`config.mk`:
```
export PLATFORM = sky130hd
export DESIGN_NAME = ad_scan_ctrl
export DESIGN_NICKNAME = d
export VERILOG_FILES = /design/src/rtl/ad_scan_ctrl.sv
export SDC_FILE = /design/constraint.sdc
export NUM_CORES = 1
export LEC_CHECK = 0
export CORE_MARGIN = 2
export CORE_UTILIZATION = 30
export CTS_BUF_LIST = sky130_fd_sc_hd__clkbuf_4 sky130_fd_sc_hd__clkbuf_8
export DETAILED_ROUTE_END_ITERATION = 12
export GPL_TIMING_DRIVEN = 0
export PLACE_DENSITY = 0.54
export SKIP_CTS_REPAIR_TIMING = 1
export SYNTH_ARGS = -nofsm -noshare
export SYNTH_HDL_FRONTEND = slang
export SYNTH_SLANG_ARGS = --single-unit
```
`constraint.sdc`:
```
create_clock -name clk_i -period 2.45 [get_ports clk_i]
set_input_delay 0.3675 -clock clk_i [delete_from_list [all_inputs] [get_ports clk_i]]
set_output_delay 0.3675 -clock clk_i [all_outputs]
set_load 0.02 [all_outputs]
```
`src/rtl/ad_scan_ctrl.sv`:
```
// ad_scan_ctrl: master-side scan sequencer for a 3-wire serial ADC.
//   Drives the 4:1 analog mux select and the chip-select, and generates adclk.
//   Each scan visits every channel latched from ch_en_i once, lowest index first.
//   For each channel it shifts in 8 bits, MSB first, and presents the result
//   with a single-cycle data_valid_o strobe.
// Ports:
//   clk_i, rst_i    system clock; synchronous active-high reset
//   auto_i          enables the free-running period timer as a trigger source
//   start_i         single-cycle scan request
//   ch_en_i[3:0]    channel enable mask, sampled when a scan is accepted
//   ad_o[1:0]       {adcsn (active-low), adclk}
//   addat_i         ADC serial data
//   ch_sel_o[1:0]   analog mux select
//   data_o, data_ch_o, data_valid_o   captured sample, its channel, and the strobe
//   busy_o          high while a scan is in progress
//   overrun_o       one-cycle pulse for a trigger that was dropped while busy
//
// state  | meaning
// IDLE   | waiting for a trigger
// SETL   | mux select settling before adcsn falls
// SHIFT  | adcsn low, toggling adclk and shifting in 8 bits
// DONE   | publish sample, then advance to next channel or return to IDLE
module ad_scan_ctrl #(
  parameter int CLK_DIV = 4,
  parameter int SETTLE  = 8,
  parameter int PERIOD  = 1000
) (
  input  logic       clk_i,
  input  logic       rst_i,
  input  logic       auto_i,
  input  logic       start_i,
  input  logic [3:0] ch_en_i,
  output logic [1:0] ad_o,
  input  logic       addat_i,
  output logic [1:0] ch_sel_o,
  output logic [7:0] data_o,
  output logic [1:0] data_ch_o,
  output logic       data_valid_o,
  output logic       busy_o,
  output logic       overrun_o
);

  typedef enum logic [1:0] {IDLE, SETL, SHIFT, DONE} state_e;

  localparam logic [7:0]  SETTLE_L = 8'(SETTLE);
  localparam logic [7:0]  DIV_M1   = 8'(CLK_DIV - 1);
  localparam logic [15:0] PER_M1   = 16'(PERIOD - 1);

  state_e      state_q, state_d;
  logic [15:0] tmr_q, tmr_d;
  logic [7:0]  cnt_q, cnt_d;      // settle count in SETL, half-period count in SHIFT
  logic [3:0]  half_q, half_d;    // adclk half-period index within a frame
  logic [7:0]  sh_q, sh_d;
  logic [3:0]  mask_q, mask_d;
  logic [1:0]  ch_q, ch_d;
  logic        csn_q, csn_d;
  logic        sclk_q, sclk_d;
  logic [7:0]  data_q, data_d;
  logic [1:0]  dch_q, dch_d;
  logic        dv_q, dv_d;
  logic        ovr_q, ovr_d;

  logic        expire, trig, nxt_ok;
  logic [1:0]  first_ch, nxt_ch;

  always_comb begin
    expire = auto_i && (tmr_q == PER_M1);
    // start and a coincident expiry merge into a single trigger
    trig   = start_i || expire;

    first_ch = 2'd0;
    for (int i = 3; i >= 0; i--) begin
      if (ch_en_i[i]) first_ch = 2'(i);
    end
    nxt_ok = 1'b0;
    nxt_ch = ch_q;
    for (int i = 3; i >= 0; i--) begin
      if (mask_q[i] && (i > int'(ch_q))) begin
        nxt_ok = 1'b1;
        nxt_ch = 2'(i);
      end
    end

    state_d = state_q;
    tmr_d   = !auto_i ? 16'd0 : (expire ? 16'd0 : tmr_q + 16'd1);
    cnt_d   = cnt_q;
    half_d  = half_q;
    sh_d    = sh_q;
    mask_d  = mask_q;
    ch_d    = ch_q;
    csn_d   = csn_q;
    sclk_d  = sclk_q;
    data_d  = data_q;
    dch_d   = dch_q;
    dv_d    = 1'b0;
    ovr_d   = trig && (state_q != IDLE);

    case (state_q)
      IDLE: begin
        if (trig && (ch_en_i != 4'd0)) begin
          mask_d  = ch_en_i;
          ch_d    = first_ch;
          cnt_d   = SETTLE_L;
          state_d = SETL;
        end
      end
      SETL: begin
        if (cnt_q == 8'd0) begin
          csn_d   = 1'b0;
          cnt_d   = DIV_M1;
          half_d  = 4'd0;
          state_d = SHIFT;
        end else begin
          cnt_d = cnt_q - 8'd1;
        end
      end
      SHIFT: begin
        if (cnt_q == 8'd0) begin
          cnt_d  = DIV_M1;
          half_d = half_q + 4'd1;
          if (!half_q[0]) begin
            // data is captured on the edge that raises adclk
            sclk_d = 1'b1;
            sh_d   = {sh_q[6:0], addat_i};
          end else begin
            sclk_d = 1'b0;
            if (half_q == 4'd15) begin
              csn_d   = 1'b1;
              state_d = DONE;
            end
          end
        end else begin
          cnt_d = cnt_q - 8'd1;
        end
      end
      DONE: begin
        data_d = sh_q;
        dch_d  = ch_q;
        dv_d   = 1'b1;
        if (nxt_ok) begin
          ch_d    = nxt_ch;
          cnt_d   = SETTLE_L;
          state_d = SETL;
        end else begin
          state_d = IDLE;
        end
      end
      default: state_d = IDLE;
    endcase
  end

  always_ff @(posedge clk_i) begin
    if (rst_i) begin
      state_q <= IDLE;
      tmr_q   <= 16'd0;
      cnt_q   <= 8'd0;
      half_q  <= 4'd0;
      sh_q    <= 8'd0;
      mask_q  <= 4'd0;
      ch_q    <= 2'd0;
      csn_q   <= 1'b1;
      sclk_q  <= 1'b0;
      data_q  <= 8'd0;
      dch_q   <= 2'd0;
      dv_q    <= 1'b0;
      ovr_q   <= 1'b0;
    end else begin
      state_q <= state_d;
      tmr_q   <= tmr_d;
      cnt_q   <= cnt_d;
      half_q  <= half_d;
      sh_q    <= sh_d;
      mask_q  <= mask_d;
      ch_q    <= ch_d;
      csn_q   <= csn_d;
      sclk_q  <= sclk_d;
      data_q  <= data_d;
      dch_q   <= dch_d;
      dv_q    <= dv_d;
      ovr_q   <= ovr_d;
    end
  end

  assign ad_o         = {csn_q, sclk_q};
  assign ch_sel_o     = ch_q;
  assign data_o       = data_q;
  assign data_ch_o    = dch_q;
  assign data_valid_o = dv_q;
  assign busy_o       = (state_q != IDLE);
  assign overrun_o    = ovr_q;

endmodule

```
==> out/metrics.cfg <==
[sta]
max_freq_mhz = 441
period_share_pct = 92.5
period_needed_ps = 2270
finalHoldViolCount = 0
rsz0062_at_grt = false
tns_ps = 0
worst_pin_slew_ps = 727
setup_viol = 0
finalMaxSlewViolations = 0
skew_ps = 6.28
maxSlewHeadroom_pct = 51.1

[clock_tree]
cts_tree = done
clock_latency_ps = 330
cts.sinks = 57
clk_root_buffer_cell = clkbuf_8
cts.path.max_buffers = 2
ctsHtreeMaxLevel = 3
cts_buffers = 9
clk_pin_slew_worst_paths_ps = 60

[drt]
vias = 2217
drt_iter0_drc = 70
ant_nets = 0
routed-wl-met3_um = 182
routed_via_density = 4.94
routed_wl_mm = 5.97
drt-met1-wl_mm = 2.91
firstDrtPassIters = 4
drc = 0
wire_per_inst_um = 13.3
highest_layer = met4
met2_length_mm = 2.75

[finish]
num_antenna_cells = 0
area_growth_pct = 24.2
nNetsFinal = 353
drive_gt1_share_pct = 8.50

[logic_synthesis]
synthMuxAreaShare_pct = 8.59
yosysTopAreaCellShare_pct = 42.6
synth_edf_count = 0
synth_xor_area_share_pct = 3.92
synth_nets = 317
avgSynthCellArea_um2 = 8.94
synth.distinct_cells = 55
synthAdderAreaFrac_pct = 3.73
synth_ff_type = dfxtp_1
yosys.area_share.simple_pct = 23.1
synth-seq-cells = 57
async_reset_ff_share_pct = 0
ys_warn_count = 0
synth.area.top_cells = dfxtp_1, mux2i_1, nor2_1
synth_area_mm2 = 0.00268
yosysSeqAreaShare_pct = 42.6
yosys.area.top_type = dfxtp_1
netlist_instances = 300
synth_top_family_by_area = simple AND/OR/NAND/NOR gates
yosysMostFrequentCell = dfxtp_1
synth_compound_area_share_pct = 13.4
synth_commonest_cells = dfxtp_1, nor2_1, mux2i_1, nand2_1, inv_1

[global_route]
grt_overflow = 0
grt_pass1_wl_mm = 10.2
grt_pass1_vias = 2112
grt_max_degree = 11
antenna_found_initial = 0
track_usage_pct = 13.1

[setup_path]
required_ps = 2080
cp_slowest_cell = clkdlybuf4s50_1
arrival_ps = 1900
start_kind = flip-flop
cp_common_cell = inv_1
ff2ff_path_depth = 7
path_cells = inv_1 > ha_1 > inv_1 > clkdlybuf4s50_1
path_class = reg -> out
r2r-start = state_q[0]$_SDFFE_PP0P_
crit_start = state_q[0]$_SDFFE_PP0P_
slowest_delay_ps = 610
path_max_fanout = 6
rrSetupSlack_ps = 290
critPathCaptureType = output port
r2r-end = cnt_q[7]$_SDFFE_PP0P_

[die]
dieArea_mm2 = 0.00971
die_width_um = 98.5
start_util_pct = 30.9
ios = 26
core_area_mm2 = 0.00868
die_h_um = 98.5
row_count = 34

[hold_path]
hold_start = sclk_q$_SDFFE_PP0P_
holdPathEnd = sclk_q$_SDFFE_PP0P_
hold_path_class = reg -> reg
whs_path_depth = 2

[placed_design]
port_buffers = 25
dp_hpwl_mm = 4.25
routabilityCongestion = 0.841

[pwr]
leakagePower_nw = 1.24
vdd_ir_drop_max_mv = 0.365
powerDensity_mw_per_mm2 = 1120
finalPower_mw = 3.72

[run_status]
status = completed

[job]
drv_cap = 0

-- per-stage QoR --
| step | hold slack (ps) | area [µm²] | std cells | util, % | worst slack, ps |
|---|---|---|---|---|---|
| final | 461 | 3330 | 449 | 38.4 | 185 |
| after global routing | 507 | 3330 | 449 | 38.4 | 50.4 |
| after CTS | 467 | 3330 | 449 | 38.4 | 147 |
| after detailed placement | 456 | 3070 | 433 | 35.3 | 137 |
| after global placement | 446 | 3070 | 433 | 35.3 | 115 |
| after floorplan | 437 | 2680 | 300 | - | 636 |
-- cell families (layout without fill, tap and decap cells) --
| group | after synthesis | after routing |
|---|---|---|
| simple gates | 119 | 119 |
| flops | 57 | 57 |
| compound gates | 52 | 52 |
| buf+inv | 29 | 70 |
| mux | 23 | 23 |
| xor+xnor | 12 | 12 |
| fa+ha+maj | 8 | 8 |
-- routing by layer --
| metal | global-route usage [%] | vias up |
|---|---|---|
| li1 | - | 1139 |
| met1 | 16.9 | 1036 |
| met5 | 0 | - |
| met2 | 20.5 | 31 |
| met4 | 6.74 | 0 |
| met3 | 3.12 | 11 |
-- final cells by class --
cell class,instances,area [µm²]
Buffer,14,68.8
Clock inverter,4,97.6
Fill cell,918,5350
Inverter,15,56.3
Sequential cell,57,1140
Timing Repair Buffer,25,250
Clock buffer,12,165
Tap cell,108,135
Multi-Input combinational cell,214,1420
-- critical path: cells and delay by family, from the launching register on --
kind,cells,cell delay [ps]
flip-flops,1,390
adder cells (fa/ha/maj),1,310
buffers and inverters,3,850
-- how the worst max path moves through the flow --
stage                     cells past startpoint                     to
final                                         4                 busy_o
after global routing                          7  cnt_q[7]$_SDFFE_PP0P_
after CTS                                     4                 busy_o
after detailed placement                      6  cnt_q[1]$_SDFFE_PP0P_
after global placement                        5  cnt_q[7]$_SDFFE_PP0P_
after floorplan                               7  cnt_q[7]$_SDFFE_PP0P_
-- flip-flops by register name, summed over array words and instances, names as in the netlist, 2 cells and up --
name       cells
mask_q         3
state_q        2
ch_sel_o       2
tmr_q         16
sh_q           8
cnt_q          8
data_ch_o      2
data_o         8
half_q         4
-- where the power goes --
group          internal [mW]  total [mW]  switching, mW  leakage [nW]
clock network          0.759        1.14          0.384         0.129
registers               1.04        1.14          0.107         0.462
logic                  0.561        1.43          0.868         0.653
total                   2.36        3.72           1.36          1.24
-- cells in the final DEF (no fill, tap or decap), types with 2 or more instances in the layout --
cell,count
a211o_1,2
a21oi_1,13
a311oi_1,2
a41oi_1,2
and3_1,5
and4_1,2
buf_4,2
bufinv_16,3
clkbuf_1,9
clkbuf_8,12
clkdlybuf4s50_1,25
dfxtp_1,57
ha_1,8
inv_1,15
mux2i_1,23
nand2_1,17
nand2b_1,3
nand3_1,14
nand4_1,7
nor2_1,45
nor3_1,6
nor4_1,4
o21a_1,2
o21ai_0,13
o22ai_1,2
o32ai_1,2
or3_1,4
xnor2_1,2
xor2_1,10
(Power assumes the default switching activity.)
